--- src/rtl/switch_mem_cfg_regs_if.sv ---
// switch_mem_cfg_regs_if: mem_* request/acknowledge bus between memory driver and config registers
interface switch_mem_cfg_regs_if;
  logic       mem_sel_en;
  logic [7:0] mem_addr;
  logic [7:0] mem_wr_data;
  logic       mem_wr_rd_s;
  logic [7:0] mem_rd_data;
  logic       mem_ack;
  modport master (output mem_sel_en, mem_addr, mem_wr_data, mem_wr_rd_s, input mem_rd_data, mem_ack);
  modport slave (input mem_sel_en, mem_addr, mem_wr_data, mem_wr_rd_s, output mem_rd_data, mem_ack);
endinterface

--- src/rtl/switch_mem_cfg_regs.sv ---
// switch_mem_cfg_regs: port address/enable config registers behind mem_* handshake; MEM_CFG_LOCK_EN adds a write lock at 8'h12
module switch_mem_cfg_regs #(
  parameter int         NUM_PORTS = 4,
  parameter int         ACK_DLY   = 1,
  parameter logic [7:0] ID_VAL    = 8'hA5
) (
  input  logic                   clk,
  input  logic                   rst,
  switch_mem_cfg_regs_if.slave   bus,
  output logic [8*NUM_PORTS-1:0] port_addr,
  output logic [NUM_PORTS-1:0]   port_en
);
  typedef enum logic [1:0] {IDLE, WAIT, ACK, RELEASE} state_t;
  state_t     state, state_n;
  logic [3:0] cnt, cnt_n;
  logic [7:0] addr_q, data_q, rd_val;
  logic       wr_q, locked;
`ifdef MEM_CFG_LOCK_EN
  logic       lock;
  assign locked = lock && addr_q <= 8'h10;
`else
  assign locked = 1'b0;
`endif
  // state and wait counter; the request is captured only when accepted in IDLE
  always_ff @(posedge clk) begin
    if (rst) begin
      state <= IDLE;
      cnt   <= '0;
    end else begin
      state <= state_n;
      cnt   <= cnt_n;
    end
    if (state == IDLE && bus.mem_sel_en) begin
      addr_q <= bus.mem_addr;
      data_q <= bus.mem_wr_data;
      wr_q   <= bus.mem_wr_rd_s;
    end
  end
  // next state: a strobe dropped while waiting aborts the access
  always_comb begin
    state_n = state;
    cnt_n   = cnt;
    case (state)
      IDLE: if (bus.mem_sel_en) begin
        cnt_n   = 4'(ACK_DLY);
        state_n = (ACK_DLY == 0) ? ACK : WAIT;
      end
      WAIT: begin
        cnt_n   = cnt - 4'd1;
        state_n = !bus.mem_sel_en ? IDLE : (cnt == 4'd1) ? ACK : WAIT;
      end
      ACK:     state_n = RELEASE;
      default: state_n = bus.mem_sel_en ? RELEASE : IDLE;
    endcase
  end
  // read decode from the pre-commit register values
  always_comb begin
    rd_val = 8'h00;
    for (int i = 0; i < NUM_PORTS; i++)
      if (addr_q == 8'(i)) rd_val = port_addr[8*i +: 8];
    if (addr_q == 8'h10) rd_val = 8'(port_en);
    if (addr_q == 8'h11) rd_val = ID_VAL;
`ifdef MEM_CFG_LOCK_EN
    if (addr_q == 8'h12) rd_val = {7'd0, lock};
`endif
  end
  assign bus.mem_ack     = state == ACK;
  assign bus.mem_rd_data = (state == ACK && !wr_q) ? rd_val : 8'h00;
  // writes commit on the ack edge unless the lock protects the target
  always_ff @(posedge clk) begin
    if (rst) begin
      port_addr <= '0;
      port_en   <= '0;
    end else if (state == ACK && wr_q && !locked) begin
      for (int i = 0; i < NUM_PORTS; i++)
        if (addr_q == 8'(i)) port_addr[8*i +: 8] <= data_q;
      if (addr_q == 8'h10) port_en <= data_q[NUM_PORTS-1:0];
    end
  end
`ifdef MEM_CFG_LOCK_EN
  // lock bit itself is always writable so it can be cleared
  always_ff @(posedge clk) begin
    if (rst) lock <= 1'b0;
    else if (state == ACK && wr_q && addr_q == 8'h12) lock <= data_q[0];
  end
`endif
endmodule
--- src/flat_wrapper.sv ---
// flat-port wrapper written by rule: the top's interface ports become plain ports
module switch_mem_cfg_regs_flat 
#(
  parameter int         NUM_PORTS = 4,
  parameter int         ACK_DLY   = 1,
  parameter logic [7:0] ID_VAL    = 8'hA5
)
  (clk, rst, port_addr, port_en, bus_mem_sel_en, bus_mem_addr, bus_mem_wr_data, bus_mem_wr_rd_s, bus_mem_rd_data, bus_mem_ack);
  switch_mem_cfg_regs_if bus_i ();
  input  logic clk;
  input  logic rst;
  output logic [8*NUM_PORTS-1:0] port_addr;
  output logic [NUM_PORTS-1:0] port_en;
  input wire logic [$bits(bus_i.mem_sel_en)-1:0] bus_mem_sel_en;
  input wire logic [$bits(bus_i.mem_addr)-1:0] bus_mem_addr;
  input wire logic [$bits(bus_i.mem_wr_data)-1:0] bus_mem_wr_data;
  input wire logic [$bits(bus_i.mem_wr_rd_s)-1:0] bus_mem_wr_rd_s;
  output wire logic [$bits(bus_i.mem_rd_data)-1:0] bus_mem_rd_data;
  output wire logic [$bits(bus_i.mem_ack)-1:0] bus_mem_ack;
  assign bus_i.mem_sel_en = bus_mem_sel_en;
  assign bus_i.mem_addr = bus_mem_addr;
  assign bus_i.mem_wr_data = bus_mem_wr_data;
  assign bus_i.mem_wr_rd_s = bus_mem_wr_rd_s;
  assign bus_mem_rd_data = bus_i.mem_rd_data;
  assign bus_mem_ack = bus_i.mem_ack;
  switch_mem_cfg_regs #(.NUM_PORTS(NUM_PORTS), .ACK_DLY(ACK_DLY), .ID_VAL(ID_VAL)) u_core (.clk(clk), .rst(rst), .bus(bus_i), .port_addr(port_addr), .port_en(port_en));
endmodule
--- config.mk ---
export PLATFORM = sky130hd
export DESIGN_NAME = switch_mem_cfg_regs_flat
export DESIGN_NICKNAME = d
export VERILOG_FILES = /design/src/rtl/switch_mem_cfg_regs_if.sv /design/src/rtl/switch_mem_cfg_regs.sv /design/src/flat_wrapper.sv
export SDC_FILE = /design/constraint.sdc
export NUM_CORES = 1
export LEC_CHECK = 0
export ABC_AREA = 1
export CAP_MARGIN = 10
export CORE_MARGIN = 2
export CORE_UTILIZATION = 62
export CTS_BUF_LIST = sky130_fd_sc_hd__clkbuf_4 sky130_fd_sc_hd__clkbuf_8 sky130_fd_sc_hd__clkbuf_16
export DETAILED_ROUTE_END_ITERATION = 7
export DONT_BUFFER_PORTS = 1
export PLACE_DENSITY = 0.79
export REMOVE_ABC_BUFFERS = 1
export SYNTH_ARGS = -nofsm -noshare
export SYNTH_HDL_FRONTEND = slang
export SYNTH_SLANG_ARGS = --single-unit
--- constraint.sdc ---
create_clock -name clk -period 2.9 [get_ports clk]
set_input_delay 0.58 -clock clk [delete_from_list [all_inputs] [get_ports clk]]
set_output_delay 0.58 -clock clk [all_outputs]
set_load 0.005 [all_outputs]
==> reports/results.ini, run 1 <==
[placed_design]
placedCellCount = 329
placement.io_buffers = 0
gp_congestion = 0.856
place_hpwl_um = 3820
post_dp_area_sq_um = 2530

[grt]
number_of_antenna_violations_at_the_first_check_in_global_routing = 0
globalRouteOverflowTotal = 0
grt_util_met1 = 0.305
gr-usage-met3 = 0.143
first_global_vias = 1783
grt_pass1_wl_um = 8650
grt_usage = 0.270
grt-busiest-layer = met2
grt_max_degree = 22
met2_usage = 0.428

[floorplan]
fp.dieW_um = 67.7
initial_utilization = 0.639
io_pins = 65
core_sq_um = 3940
floorplan.die.height_um = 67.7
design.die.area_sq_um = 4590
rows = 23

[pwr]
power.leakage_nw = 1.11
p_per_area_nw_per_um2 = 639
peakVddDrop_v = 0.000464

[cts]
cts.repair_timing.setup_buffer_count = 0
clk_pin_slew_worst_paths_ns = 0.06
clock-root-buffer = clkbuf_8
cts_tree = built
cts_hold_buffers = 0
cts_buffer_depth = 2
numCtsBuffers = 9
cts-resized-gates = 0
htreeDepth = 3
clkLatencyLatePin_ns = 0.34
clock-sinks = 59

[finish]
final_nets = 312
diodes = 0
layout.filler_cells = 292
drive_above_1_share = 0.139
area_growth_syn_to_layout_pct = 8.99
stdcell_area_sq_um = 2750
instances_no_fill = 345

[timing]
fmax_mhz = 383
maxSlewViolCount = 0
period_minus_ws_final_ns = 2.61
worst-slew-pin-transition_ns = 0.738
final.period_utilization = 0.900
finalSetupViolCount = 0
timing_hold_violations_final = 0
skew_ns = 0.00508
rsz_0062_raised_after_global_routing = false
timing.max_slew.rel_slack = 0.506
fin_setup_tns_ns = 0

[drt]
detailedRoute.firstPassIterationCount = 4
dr.first_iter.drc_count = 168
route.final.wire_length_um = 5630
vias_per_cell = 5.72
ant_nets = 0
wl_per_cell_um = 16.3
drc = 0
dr_total_vias = 1975

[critical_path]
path_cells = nor2_2 > nand3_1 > nor2_1 > nand2_1 > nand3_1 > o21ai_0 > a21oi_1
end_kind = output port
cp_data_arrival_time_ns = 2.03
slowest_stage = nor2_1
crit_path_max_incr_delay_ns = 0.49
path_delay_family = simple AND/OR/NAND/NOR gates
worst-setup-path-type = reg2out
critPathBufInv = 0
worst_ep_required_time_ns = 2.32
crit_fanout = 6
timing.critical_path.mode_cell = nand3_1
critPathLaunchType = flip-flop

[outcome]
run_status = completed

[synth]
netlist_area_sq_um = 2520
synth-seq-cells = 59
syn_inst = 286
netlist-cell-type-count = 26
syn_area_per_cell_sq_um = 8.81
synth-warning-count = 0
sequential_share_of_the_synthesized_area = 0.537

[run]
max_cap_viol_count = 0

[hold_path]
holdCritPathClass = in2reg

per-layer routing:
| layer | part of all wire | vias to the layer above |
|---|---|---|
| met1 | 0.40 | 893 |
| met5 | 0 | - |
| met4 | 0.026 | 0 |
| li1 | - | 980 |
| met2 | 0.47 | 89 |
| met3 | 0.10 | 13 |
path summary, 6_finish.rpt:
path	startpoint	to	slack, ns	depth (start not counted)
max	u_core.addr_q[3]	bus_mem_rd_data[4]	0.29	7
min	rst	u_core.cnt[1]	0.30	1
max reg2reg	u_core.state[1]	u_core.port_addr[10]	1.05	6
min reg2reg	u_core.cnt[1]	u_core.cnt[1]	0.48	2
cell usage after synthesis (all sizes together):
library cell / n / area share
a31oi: 3 / 0.0075
buf: 6 / 0.022
nand4: 2 / 0.0050
nand2: 42 / 0.071
edfxtp: 17 / 0.20
o21ai: 44 / 0.090
nand3: 14 / 0.028
ha: 2 / 0.0099
clkbuf: 3 / 0.0045
dfxtp: 42 / 0.33
o211a: 1 / 0.0040
or2: 3 / 0.0075
nor3: 5 / 0.019
a21oi: 47 / 0.096
inv: 29 / 0.043
nor2: 26 / 0.056
state kept, by name (all words and copies together), names as in the netlist:
register	count
u_core.addr_q	8
u_core.cnt	4
u_core.data_q	8
u_core.port_addr	32
u_core.port_en	4
u_core.state	2
u_core.wr_q	1
power breakdown:
part	internal, mW	switching (mW)	total (mW)
combinational	0.0189	0.0513	0.0702
clock	0.486	0.316	0.802
sequential	0.871	0.0114	0.883
stage by stage:
| step | power (mW) | util | setup slack, ns | hold WS [ns] |
|---|---|---|---|---|
| 5_1_grt | 1.81 | 0.696 | 0.0645 | 0.283 |
| 2_1_floorplan | 0.949 | - | 0.604 | 0.446 |
| 3_3_place_gp | 0.966 | 0.643 | 0.739 | 0.460 |
| 3_5_place_dp | 0.970 | 0.643 | 0.607 | 0.471 |
| 4_1_cts | 1.77 | 0.696 | 0.234 | 0.287 |
| 6_report | 1.75 | 0.696 | 0.290 | 0.304 |
cells in the final DEF, fill, tap and decap left out:
cell type / n
a21oi_1: 45
o21ai_0: 42
dfxtp_1: 42
nand2_1: 38
inv_1: 27
nor2_1: 17
edfxtp_1: 17
nand3_1: 14
clkbuf_8: 9
nor2_2: 5
nor2_4: 4
or2_2: 3
a31oi_1: 3
inv_2: 2
nand2_2: 2
nor3_1: 2
nand2_4: 2
nand4_1: 2
nor3_4: 2
o21ai_2: 2
a21oi_2: 2
ha_1: 2
bufinv_16: 2
clkinv_1: 2
buf_4: 2
nor3_2: 1
o211a_1: 1
clkbuf_4: 1
clkinvlp_4: 1
clkinv_2: 1
final cells by class:
type | instances | area, sq um | share of cell area
tap | 50 | 62.6 | 0.0228
clock buffer | 10 | 131 | 0.0479
multi-input combinational | 189 | 996 | 0.363
timing repair buffer | 2 | 15.0 | 0.00547
clock inverter | 6 | 80.1 | 0.0292
inverter | 29 | 109 | 0.0397
sequential | 59 | 1350 | 0.492
cells by family (layout without fill, tap and decap cells):
family,count (synthesis),count (layout),share of synthesized area
AND/OR/NAND/NOR,92,92,0.185
adder cells (fa/ha/maj),2,2,0.00993
buffers and inverters,38,47,0.0700
flip-flops,59,59,0.537
AO/OA/AOI/OAI,95,95,0.198
Note: power is estimated with default switching activity, not from simulation.
==> run 2: changes to the inputs <==
Settings changed: CAP_MARGIN 10 to 5.
==> results of run 2 <==
Final layout, timing and power as in run 1 (identical DEF).
